## src/rtl/mem_ctrl_if.sv

```systemverilog
`default_nettype none
// ============================================================================
// Module : mem_ctrl_if
// Brief  : Request/response bundle between the fetcher, the load/store buffer,
//          the byte-wide RAM/IO port and mem_ctrl.
// Rev    : 1.0  initial release
// ============================================================================
interface mem_ctrl_if #(
  parameter int ADDR_WIDTH = 32
);
  // Instruction fetch side
  logic                  if_to_mc_ready;
  logic [ADDR_WIDTH-1:0] if_to_mc_PC;
  logic                  mc_to_if_ready;
  logic [31:0]           mc_to_if_inst;

  // Load/store buffer side
  logic                  lsb_to_mc_valid;
  logic                  lsb_to_mc_wr;
  logic [ADDR_WIDTH-1:0] lsb_to_mc_addr;
  logic [1:0]            lsb_to_mc_len;
  logic                  lsb_to_mc_signed;
  logic [31:0]           lsb_to_mc_data;
  logic                  mc_to_lsb_ready;
  logic [31:0]           mc_to_lsb_data;

  // Byte-wide RAM/IO port
  logic [7:0]            mem_din;
  logic [7:0]            mem_dout;
  logic [ADDR_WIDTH-1:0] mem_a;
  logic                  mem_wr;

  // Controller view
  modport slave (
    input  if_to_mc_ready, if_to_mc_PC,
    input  lsb_to_mc_valid, lsb_to_mc_wr, lsb_to_mc_addr, lsb_to_mc_len,
    input  lsb_to_mc_signed, lsb_to_mc_data,
    input  mem_din,
    output mc_to_if_ready, mc_to_if_inst,
    output mc_to_lsb_ready, mc_to_lsb_data,
    output mem_dout, mem_a, mem_wr
  );

  // Requester / memory view
  modport master (
    output if_to_mc_ready, if_to_mc_PC,
    output lsb_to_mc_valid, lsb_to_mc_wr, lsb_to_mc_addr, lsb_to_mc_len,
    output lsb_to_mc_signed, lsb_to_mc_data,
    output mem_din,
    input  mc_to_if_ready, mc_to_if_inst,
    input  mc_to_lsb_ready, mc_to_lsb_data,
    input  mem_dout, mem_a, mem_wr
  );
endinterface
`default_nettype wire

```

## src/rtl/mem_ctrl.sv

```systemverilog
`default_nettype none
// ============================================================================
// Module : mem_ctrl
// Brief  : Byte-serial arbiter between instruction fetch and load/store onto a
//          single byte-wide RAM/IO port; assembles little-endian words.
//          Optional macro MC_IO_STALL_EN: stall IO-space store bytes while the
//          UART buffer reports full.
// Rev    : 1.0  initial release
// ============================================================================
module mem_ctrl #(
  parameter int         ADDR_WIDTH = 32,
  parameter logic [1:0] IO_BASE_HI = 2'b11
) (
  input  wire logic clk_in,
  input  wire logic rst_in,
  input  wire logic rdy_in,
  input  wire logic rollback,
  input  wire logic io_buffer_full,
  mem_ctrl_if.slave bus
);

  typedef enum logic [2:0] {
    S_IDLE  = 3'd0,
    S_FETCH = 3'd1,
    S_LOAD  = 3'd2,
    S_STORE = 3'd3,
    S_DONE  = 3'd4
  } state_t;

  state_t                r_state;
  logic [2:0]            r_cnt;
  logic [2:0]            r_nbytes;
  logic [1:0]            r_len;
  logic                  r_signed;
  logic [ADDR_WIDTH-1:0] r_base;
  logic [31:0]           r_wdata;
  logic [31:0]           r_buf;
  logic [ADDR_WIDTH-1:0] r_mem_a;
  logic [7:0]            r_mem_dout;
  logic                  r_mem_wr;
  logic                  r_if_ready;
  logic [31:0]           r_if_inst;
  logic                  r_lsb_ready;
  logic [31:0]           r_lsb_data;

  logic [1:0]            w_cap_idx;
  logic [31:0]           w_word;
  logic [31:0]           w_load_ext;
  logic                  w_last;
  logic [ADDR_WIDTH-1:0] w_next_a;
  logic [7:0]            w_next_byte;
  logic [2:0]            w_req_nbytes;
  logic                  w_stall;

  // Byte k-1 arrives while byte k is being addressed; merge it into the word.
  always_comb begin
    w_cap_idx = r_cnt[1:0] - 2'd1;
    w_word    = r_buf;
    w_word[{w_cap_idx, 3'b000} +: 8] = bus.mem_din;
    w_last      = (r_cnt == r_nbytes);
    w_next_a    = r_base + ADDR_WIDTH'(r_cnt);
    w_next_byte = r_wdata[{r_cnt[1:0], 3'b000} +: 8];
    case (r_len)
      2'b00:   w_load_ext = r_signed ? {{24{w_word[7]}}, w_word[7:0]}
                                     : {24'd0, w_word[7:0]};
      2'b01:   w_load_ext = r_signed ? {{16{w_word[15]}}, w_word[15:0]}
                                     : {16'd0, w_word[15:0]};
      default: w_load_ext = w_word;
    endcase
    case (bus.lsb_to_mc_len)
      2'b00:   w_req_nbytes = 3'd1;
      2'b01:   w_req_nbytes = 3'd2;
      default: w_req_nbytes = 3'd4;
    endcase
  end

`ifdef MC_IO_STALL_EN
  assign w_stall = (r_state == S_STORE) && (r_mem_a[17:16] == IO_BASE_HI)
                   && io_buffer_full;
`else
  logic [2:0] w_unused_io;
  assign w_unused_io = {io_buffer_full, IO_BASE_HI};
  assign w_stall     = 1'b0;
`endif

  // Write strobe and pulses are masked while frozen or stalled so nothing commits.
  assign bus.mem_a           = r_mem_a;
  assign bus.mem_dout        = r_mem_dout;
  assign bus.mem_wr          = r_mem_wr & rdy_in & ~w_stall;
  assign bus.mc_to_if_ready  = r_if_ready & rdy_in;
  assign bus.mc_to_if_inst   = r_if_inst;
  assign bus.mc_to_lsb_ready = r_lsb_ready & rdy_in;
  assign bus.mc_to_lsb_data  = r_lsb_data;

  always_ff @(posedge clk_in) begin
    if (rst_in) begin
      r_state     <= S_IDLE;
      r_cnt       <= 3'd0;
      r_nbytes    <= 3'd0;
      r_len       <= 2'd0;
      r_signed    <= 1'b0;
      r_base      <= '0;
      r_wdata     <= 32'd0;
      r_buf       <= 32'd0;
      r_mem_a     <= '0;
      r_mem_dout  <= 8'd0;
      r_mem_wr    <= 1'b0;
      r_if_ready  <= 1'b0;
      r_if_inst   <= 32'd0;
      r_lsb_ready <= 1'b0;
      r_lsb_data  <= 32'd0;
    end else if (rdy_in) begin
      r_if_ready  <= 1'b0;
      r_lsb_ready <= 1'b0;
      case (r_state)
        S_IDLE: begin
          if (bus.lsb_to_mc_valid) begin
            r_base   <= bus.lsb_to_mc_addr;
            r_mem_a  <= bus.lsb_to_mc_addr;
            r_cnt    <= 3'd1;
            r_nbytes <= w_req_nbytes;
            r_len    <= bus.lsb_to_mc_len;
            r_signed <= bus.lsb_to_mc_signed;
            r_buf    <= 32'd0;
            if (bus.lsb_to_mc_wr) begin
              r_wdata    <= bus.lsb_to_mc_data;
              r_mem_dout <= bus.lsb_to_mc_data[7:0];
              r_mem_wr   <= 1'b1;
              r_state    <= S_STORE;
            end else begin
              r_state    <= S_LOAD;
            end
          end else if (bus.if_to_mc_ready && !rollback) begin
            r_base   <= bus.if_to_mc_PC;
            r_mem_a  <= bus.if_to_mc_PC;
            r_cnt    <= 3'd1;
            r_nbytes <= 3'd4;
            r_len    <= 2'b10;
            r_signed <= 1'b0;
            r_buf    <= 32'd0;
            r_state  <= S_FETCH;
          end
        end
        S_FETCH, S_LOAD: begin
          if (rollback) begin
            r_cnt   <= 3'd0;
            r_state <= S_DONE;
          end else begin
            r_buf <= w_word;
            if (w_last) begin
              r_cnt   <= 3'd0;
              r_state <= S_DONE;
              if (r_state == S_FETCH) begin
                r_if_ready <= 1'b1;
                r_if_inst  <= w_word;
              end else begin
                r_lsb_ready <= 1'b1;
                r_lsb_data  <= w_load_ext;
              end
            end else begin
              r_mem_a <= w_next_a;
              r_cnt   <= r_cnt + 3'd1;
            end
          end
        end
        S_STORE: begin
          // Stores ignore rollback: the data is already architecturally committed.
          if (!w_stall) begin
            if (w_last) begin
              r_mem_wr    <= 1'b0;
              r_mem_a     <= '0;
              r_lsb_ready <= 1'b1;
              r_cnt       <= 3'd0;
              r_state     <= S_DONE;
            end else begin
              r_mem_a    <= w_next_a;
              r_mem_dout <= w_next_byte;
              r_cnt      <= r_cnt + 3'd1;
            end
          end
        end
        S_DONE: begin
          r_state <= S_IDLE;
        end
        default: begin
          r_state <= S_IDLE;
        end
      endcase
    end
  end

endmodule
`default_nettype wire

```

## src/flat_wrapper.sv

```systemverilog
// flat-port wrapper written by rule: the top's interface ports become plain ports
module mem_ctrl_flat 
#(
  parameter int         ADDR_WIDTH = 32,
  parameter logic [1:0] IO_BASE_HI = 2'b11
)
  (clk_in, rst_in, rdy_in, rollback, io_buffer_full, bus_if_to_mc_ready, bus_if_to_mc_PC, bus_lsb_to_mc_valid, bus_lsb_to_mc_wr, bus_lsb_to_mc_addr, bus_lsb_to_mc_len, bus_lsb_to_mc_signed, bus_lsb_to_mc_data, bus_mem_din, bus_mc_to_if_ready, bus_mc_to_if_inst, bus_mc_to_lsb_ready, bus_mc_to_lsb_data, bus_mem_dout, bus_mem_a, bus_mem_wr);
  mem_ctrl_if #(.ADDR_WIDTH(ADDR_WIDTH)) bus_i ();
  input  wire logic clk_in;
  input  wire logic rst_in;
  input  wire logic rdy_in;
  input  wire logic rollback;
  input  wire logic io_buffer_full;
  input wire logic [$bits(bus_i.if_to_mc_ready)-1:0] bus_if_to_mc_ready;
  input wire logic [$bits(bus_i.if_to_mc_PC)-1:0] bus_if_to_mc_PC;
  input wire logic [$bits(bus_i.lsb_to_mc_valid)-1:0] bus_lsb_to_mc_valid;
  input wire logic [$bits(bus_i.lsb_to_mc_wr)-1:0] bus_lsb_to_mc_wr;
  input wire logic [$bits(bus_i.lsb_to_mc_addr)-1:0] bus_lsb_to_mc_addr;
  input wire logic [$bits(bus_i.lsb_to_mc_len)-1:0] bus_lsb_to_mc_len;
  input wire logic [$bits(bus_i.lsb_to_mc_signed)-1:0] bus_lsb_to_mc_signed;
  input wire logic [$bits(bus_i.lsb_to_mc_data)-1:0] bus_lsb_to_mc_data;
  input wire logic [$bits(bus_i.mem_din)-1:0] bus_mem_din;
  output wire logic [$bits(bus_i.mc_to_if_ready)-1:0] bus_mc_to_if_ready;
  output wire logic [$bits(bus_i.mc_to_if_inst)-1:0] bus_mc_to_if_inst;
  output wire logic [$bits(bus_i.mc_to_lsb_ready)-1:0] bus_mc_to_lsb_ready;
  output wire logic [$bits(bus_i.mc_to_lsb_data)-1:0] bus_mc_to_lsb_data;
  output wire logic [$bits(bus_i.mem_dout)-1:0] bus_mem_dout;
  output wire logic [$bits(bus_i.mem_a)-1:0] bus_mem_a;
  output wire logic [$bits(bus_i.mem_wr)-1:0] bus_mem_wr;
  assign bus_i.if_to_mc_ready = bus_if_to_mc_ready;
  assign bus_i.if_to_mc_PC = bus_if_to_mc_PC;
  assign bus_i.lsb_to_mc_valid = bus_lsb_to_mc_valid;
  assign bus_i.lsb_to_mc_wr = bus_lsb_to_mc_wr;
  assign bus_i.lsb_to_mc_addr = bus_lsb_to_mc_addr;
  assign bus_i.lsb_to_mc_len = bus_lsb_to_mc_len;
  assign bus_i.lsb_to_mc_signed = bus_lsb_to_mc_signed;
  assign bus_i.lsb_to_mc_data = bus_lsb_to_mc_data;
  assign bus_i.mem_din = bus_mem_din;
  assign bus_mc_to_if_ready = bus_i.mc_to_if_ready;
  assign bus_mc_to_if_inst = bus_i.mc_to_if_inst;
  assign bus_mc_to_lsb_ready = bus_i.mc_to_lsb_ready;
  assign bus_mc_to_lsb_data = bus_i.mc_to_lsb_data;
  assign bus_mem_dout = bus_i.mem_dout;
  assign bus_mem_a = bus_i.mem_a;
  assign bus_mem_wr = bus_i.mem_wr;
  mem_ctrl #(.ADDR_WIDTH(ADDR_WIDTH), .IO_BASE_HI(IO_BASE_HI)) u_core (.clk_in(clk_in), .rst_in(rst_in), .rdy_in(rdy_in), .rollback(rollback), .io_buffer_full(io_buffer_full), .bus(bus_i));
endmodule
```

## config.mk

```make
export PLATFORM = sky130hd
export DESIGN_NAME = mem_ctrl_flat
export DESIGN_NICKNAME = d
export VERILOG_FILES = /design/src/rtl/mem_ctrl_if.sv /design/src/rtl/mem_ctrl.sv /design/src/flat_wrapper.sv
export SDC_FILE = /design/constraint.sdc
export NUM_CORES = 1
export LEC_CHECK = 0
export ABC_AREA = 1
export CAP_MARGIN = 10
export CELL_PAD_IN_SITES_DETAIL_PLACEMENT = 0
export CELL_PAD_IN_SITES_GLOBAL_PLACEMENT = 1
export CORE_MARGIN = 2
export CORE_UTILIZATION = 34
export CTS_BUF_LIST = sky130_fd_sc_hd__clkbuf_2
export CTS_CLUSTER_DIAMETER = 200
export DETAILED_ROUTE_END_ITERATION = 8
export GPL_ROUTABILITY_DRIVEN = 0
export GPL_TIMING_DRIVEN = 1
export PLACE_DENSITY = 0.81
export SYNTH_ARGS = -nofsm -noshare
export SYNTH_HDL_FRONTEND = slang
export SYNTH_SLANG_ARGS = --single-unit
```

## constraint.sdc

```tcl
create_clock -name clk_in -period 2.24 [get_ports clk_in]
set_input_delay 0.336 -clock clk_in [delete_from_list [all_inputs] [get_ports clk_in]]
set_output_delay 0.336 -clock clk_in [all_outputs]
set_load 0.005 [all_outputs]
```

# ---- Word-level counts from Yosys, hierarchy flattened
# Index checks and enable logic that the tools add are counted.
dict set report totals {
  out_inout_bits 107
  register_bits 215
}
dict set report classes {
  addsub 4
  shift 3
  mux 48
  n_bitwise 5
  n_reduce_logical 20
  eq_ne 13
}
# operator count
set op_table {}
lappend op_table {{two-way mux 32 bit} 10}
lappend op_table {{case mux 32 bit (2 select lines)} 2}
lappend op_table {{case mux 32 bit (3 select lines)} 1}
lappend op_table {{adder 32 x 3 -> 32 bit} 1}
lappend op_table {{bitwise mux 32 bit} 1}
lappend op_table {{variable shift 8 x 7 -> 32 bit (first input constant)} 1}
lappend op_table {{variable part select 32 x 6 -> 8 bit} 1}
lappend op_table {{variable part select 8 x 7 -> 32 bit} 1}
lappend op_table {{two-way mux 3 bit} 9}
lappend op_table {{AND reduction 5 bit} 5}
lappend op_table {{two-way mux 8 bit} 3}
lappend op_table {{case mux 3 bit (3 select lines)} 2}
lappend op_table {{case mux 8 bit (2 select lines)} 1}
lappend op_table {{two-way mux 1 bit} 14}
lappend op_table {{!= test 2 bit (second input constant)} 5}
lappend op_table {{AND reduction 4 bit} 2}
lappend op_table {{negation 5 -> 7 bit} 1}
lappend op_table {{equality test 3 x 2 -> 1 bit (second input constant)} 2}
lappend op_table {{case mux 3 bit (2 select lines)} 1}
lappend op_table {{AND reduction 3 bit} 2}
lappend op_table {{nonzero test 2 bit} 3}
lappend op_table {{equality test 2 x 1 -> 1 bit (second input constant)} 2}
lappend op_table {{logical NOT 2 bit} 2}
lappend op_table {{two-way mux 2 bit} 2}
lappend op_table {{other kinds (15)} 19}

# ---- Depth between registers and ports, before layout
dict set report logic_depth {
  word_depth 6
  ltp_mapped 14
}

# ---- Least setup slack after synthesis
# Ideal clock, no wire load.
dict set report synth_path {
  kind {register to register}
  startpoint {register u_core.r_cnt[0]}
  endpoint {register u_core.r_lsb_data[22], in the netlist u_core.bus.mc_to_lsb_data[22]}
  arrival_time_ns 2.053
  setup_ns 0.115
  n_path_buf 2
  setup_slack_ns 0.073
  path_stages_with_launch 10
  path_cell_list {dfxtp_1 inv_2 clkbuf_1 ha_1 nand3_2 o21ai_1 nand3_1 clkbuf_1 nand3_1 o21a_1}
}
dict set report synth_between {
  elab_chain_len 6
}
# item line_no
set synth_rtl {}
lappend synth_rtl {{from (decl)} mem_ctrl.sv:31} ;# logic [2:0] r_cnt;
lappend synth_rtl {{from (signal assigned)} mem_ctrl.sv:162} ;# r_cnt <= r_cnt + 3'd1;
lappend synth_rtl {{from (signal assigned)} mem_ctrl.sv:178} ;# r_cnt <= r_cnt + 3'd1;
lappend synth_rtl {{subtractor 2 x 1 -> 2 bit} mem_ctrl.sv:57} ;# w_cap_idx = r_cnt[1:0] - 2'd1;
lappend synth_rtl {{negation 5 -> 7 bit} mem_ctrl.sv:59} ;# w_word[{w_cap_idx, 3'b000} +: 8] = bus.mem_din;
lappend synth_rtl {{variable part select 8 x 7 -> 32 bit or variable shift 8 x 7 -> 32 bit (tied branches)} mem_ctrl.sv:59}
lappend synth_rtl {{bitwise mux 32 bit} mem_ctrl.sv:59}
lappend synth_rtl {{two-way mux 32 bit (on tied branches)} {mem_ctrl.sv:66, mem_ctrl.sv:64}}
lappend synth_rtl {{case mux 32 bit (2 select lines)} mem_ctrl.sv:63} ;# case (r_len)
lappend synth_rtl {{to (signal assigned)} mem_ctrl.sv:158} ;# r_lsb_data <= w_load_ext;
lappend synth_rtl {{to (decl)} mem_ctrl.sv:44} ;# logic [31:0] r_lsb_data;
# Several ways; a longest one is shown, not always the timed one.
# A chain may end at the register's enable or synchronous reset.

# ---- Worst setup path in the final report
dict set report layout_path {
  startpoint {register u_core.r_cnt[0]}
  endpoint {register u_core.r_lsb_data[23], in the netlist u_core.bus.mc_to_lsb_data[23]}
}
# Same word-level chain as after synthesis.

==> impl_results.md <==
- Power density cells: 635 nW/um^2
- RSZ-0062 raised after global routing: true
- Final antenna-violating net count: 0
- Syn Area/Cell: 6.50 um^2
- #FFs+latches synth: 215
- Netlist Area Pre-Place: 11100 um^2
- CP max FO: 10
- Starting density of the core: 34.2%
- # rows: 66
- Post-Synthesis Cells: 1700
- Peak VDD IR: 0.295 mV
- PortBufs: 220
- CTS tree: built
- Core box area: 32300 um^2
- Static Leak: 0.00635 uW
- First-pass GRT wire length: 56200 um
- Die X: 184 um
- Fin. max-slew vios: 0
- Worst Setup SP: u_core.r_cnt[0]
- CTS HTree Levels: 2
- Die Y: 184 um
- Worst-margin pin slew: 0.652 ns
- Num ports: 222
- CP Class: reg -> reg
- Post-route DRC: 0
- Max_cap viols: 0
- GRT Overall Usage: 20.5%
- DR vias/cell: 4.73
- Post-Synth XOR/XNOR Area: 0.475%
- Final net count: 2077
- Initial antenna violation count: 2
- Adder-cell share of the synthesized area: 0.974%
- Fmax: 0.479 GHz
- Worst EP arrival: 2.85 ns
- Die area: 34000 um^2
- Final worst setup slack: 0.150 ns
- Worst R2R End: u_core.bus.mc_to_lsb_data[23]
- Vias: 11513
- 1st-iter DRT viols: 744
- WP data required: 3.00 ns
- Post-DP Area: 14000 um^2
- Post-DP HPWL: 24600 um
- EDFF count, synth: 0
- Compound-gate portion of the synthesized area: 14.2%
- Fraction of layout cells with a size suffix above 1: 9.69%
- Largest family of logic cells by synthesized area: simple AND/OR/NAND/NOR gates
- Tcrit/Tclk final: 93.3%
- Setup crit end kind: flip-flop
- Synth Net Count: 1823
- Vias in the first global route: 11026
- Clock-pin slew on the worst setup and hold paths: 0.10 ns
- Clock sinks: 215
- WHS Path Cells: 3
- Routed wire length per instance: 14.3 um
- Final WL: 34800 um
- GRT overflow: 0
- Pre-Repair DR Iteration Count: 5
- Setup Fix Bufs, Post-CTS: 0
- Dominant synthesized flop cell: dfxtp_1
- Min Tclk post-route: 2.09 ns
- CP startpoint kind: flip-flop
- Finish-stage setup viols: 0
- Clock buffer depth: 3
- Netlist cell types: 42
- Status: finished clean
- FF-to-FF Start: u_core.r_cnt[0]
- Hold wc startpoint: bus_lsb_to_mc_data[27]
- Hold Vio Cnt, Final: 0
- Simple-Gate Fraction of Synth Area: 33.0%
- Num CTS Buffers: 58
- Largest net degree at the start of global routing: 107
- Mux contribution to synthesized area: 2.26%
- Fraction of registers with async set/reset: 0%
- Final instance area: 14500 um^2
- Seq/Total Area, Yosys: 38.9%
- Relative slew slack: 56.4%
- Reg2Reg Setup Slack: 0.15 ns
- Reg2reg path depth: 9
- Worst setup path end: u_core.bus.mc_to_lsb_data[23]
- Clock Root Buffer: clkbuf_2
- Worst hold path type: in -> reg
- Pre-CTS WS: 0.0868 ns
- Final Skew: 0.0381 ns
- Yosys Warn Count: 0
- Area delta synth->final: 31.5%
- Clock Latency Late Sink: 0.83 ns
-- critical path, cell delays in order, from the launching register on --
cell	delay [ns]
dfxtp_2	0.35
buf_4	0.14
buf_4	0.17
ha_1	0.25
nor2_1	0.09
nand3_1	0.28
o22ai_1	0.43
nand2_1	0.09
nand3_1	0.09
o21a_1	0.11
-- metrics by stage --
step           setup TNS, ns  hold WS [ns]  instances  util [%]  power [uW]
2_1_floorplan              0         0.439       1700         -        5540
3_3_place_gp               0         0.449       2333      43.2        6460
3_5_place_dp               0         0.454       2333      43.2        6490
4_1_cts                    0        0.0387       2434      45.0        9390
5_1_grt              -0.0178        0.0289       2435      45.0        9870
6_report                   0         0.126       2435      45.0        9230
-- how the worst min path moves through the flow --
| stage | end | slack (ns) |
|---|---|---|
| 3_5_place_dp | u_core.r_buf[29] | 0.45 |
| 5_1_grt | u_core.r_wdata[27] | 0.03 |
| 6_report | u_core.r_wdata[27] | 0.13 |
| 2_1_floorplan | u_core.r_mem_wr | 0.44 |
| 3_3_place_gp | u_core.r_buf[23] | 0.45 |
| 4_1_cts | u_core.r_wdata[21] | 0.04 |
-- cells in the mapped netlist, types with 2 or more instances --
cell | count | area share, %
nand2_1 | 430 | 15
nor2_1 | 314 | 11
dfxtp_1 | 215 | 39
inv_1 | 164 | 5.6
a21oi_1 | 121 | 5.5
nand3_1 | 114 | 5.2
o21ai_0 | 84 | 3.8
clkbuf_1 | 36 | 1.2
buf_2 | 28 | 1.3
a211oi_1 | 25 | 1.7
mux2i_1 | 25 | 2.3
o21a_1 | 18 | 1.2
o21ai_1 | 15 | 0.68
inv_2 | 11 | 0.37
buf_1 | 10 | 0.34
buf_4 | 10 | 0.68
o22ai_1 | 9 | 0.51
nor3_1 | 8 | 0.36
ha_1 | 7 | 0.79
buf_6 | 6 | 0.61
nand2_2 | 6 | 0.34
o31ai_1 | 6 | 0.41
or2_2 | 5 | 0.28
nor2_2 | 4 | 0.23
and2_1 | 3 | 0.17
nand3_2 | 3 | 0.27
o21bai_1 | 3 | 0.20
xnor2_1 | 3 | 0.24
xor2_1 | 3 | 0.24
nand4_1 | 2 | 0.11
-- cell type report --
type,instances,area [um^2]
fill,3357,17800
clock buffer,82,410
multi-input combinational,1219,5650
tap,442,553
antenna,1,2.50
inverter,176,661
sequential,215,4310
clock inverter,16,118
timing repair buffer,284,2840
-- sequential cells by signal, summed over array words and instances (netlist names), 2 cells and up --
name / flops
u_core.r_wdata: 32
u_core.bus.mc_to_lsb_data: 32
u_core.r_cnt: 3
u_core.bus.mc_to_if_inst: 32
u_core.r_nbytes: 3
u_core.r_buf: 32
u_core.r_state: 3
u_core.r_base: 32
u_core.bus.mem_a: 32
u_core.r_len: 2
u_core.bus.mem_dout: 8
-- routing by layer --
layer | vias up | track usage (%) | wire length (um)
li1 | 5924 | - | -
met5 | - | 0 | 0
met1 | 5212 | 26.3 | 15400
met3 | 50 | 4.56 | 2320
met2 | 327 | 34.8 | 16400
met4 | 0 | 5.50 | 634
-- report_power, final --
part | switching [uW] | internal, uW
Sequential | 179 | 4070
Clock | 1620 | 1210
Combinational | 1220 | 934
-- cells by family (layout without fill, tap and decap cells) --
| group | Yosys count | count (layout) |
|---|---|---|
| AOI/OAI and AO/OA | 284 | 284 |
| muxes | 25 | 25 |
| buffers and inverters | 266 | 558 |
| adders and majority gates | 8 | 8 |
| DFF | 215 | 215 |
| xor gates and xnor gates | 6 | 6 |
| and+or+nand+nor | 896 | 896 |
| other | 0 | 1 |
-- layout by cell type, fill, tap and decap left out, types with 3 or more instances in the layout --
cell             count
a211oi_1            25
a21oi_1            121
and2_1               3
buf_12              12
buf_4               50
clkbuf_2            82
clkdlybuf4s50_1    214
clkinv_1            14
dfxtp_1            214
dlygate4sd3_1        3
ha_1                 7
inv_1              163
inv_2               12
mux2i_1             25
nand2_1            428
nand2_2              8
nand3_1            113
nand3_2              4
nor2_1             310
nor2_2               8
nor3_1               8
o21a_1              18
o21ai_0             82
o21ai_1             17
o21bai_1             3
o22ai_1              9
o31ai_1              6
or2_2                5
xnor2_1              3
xor2_1               3
-- timing repair --
| item | 4_1_cts | 5_1_grt |
|---|---|---|
| endpoints found under the hold margin | 17 | 0 |
| hold buffers | 3 | 0 |
| gates cloned | 0 | 0 |
| resized for setup | 2 | 11 |
| setup endpoints to repair | 2 | 30 |
Power figures use the tool's default switching activity.
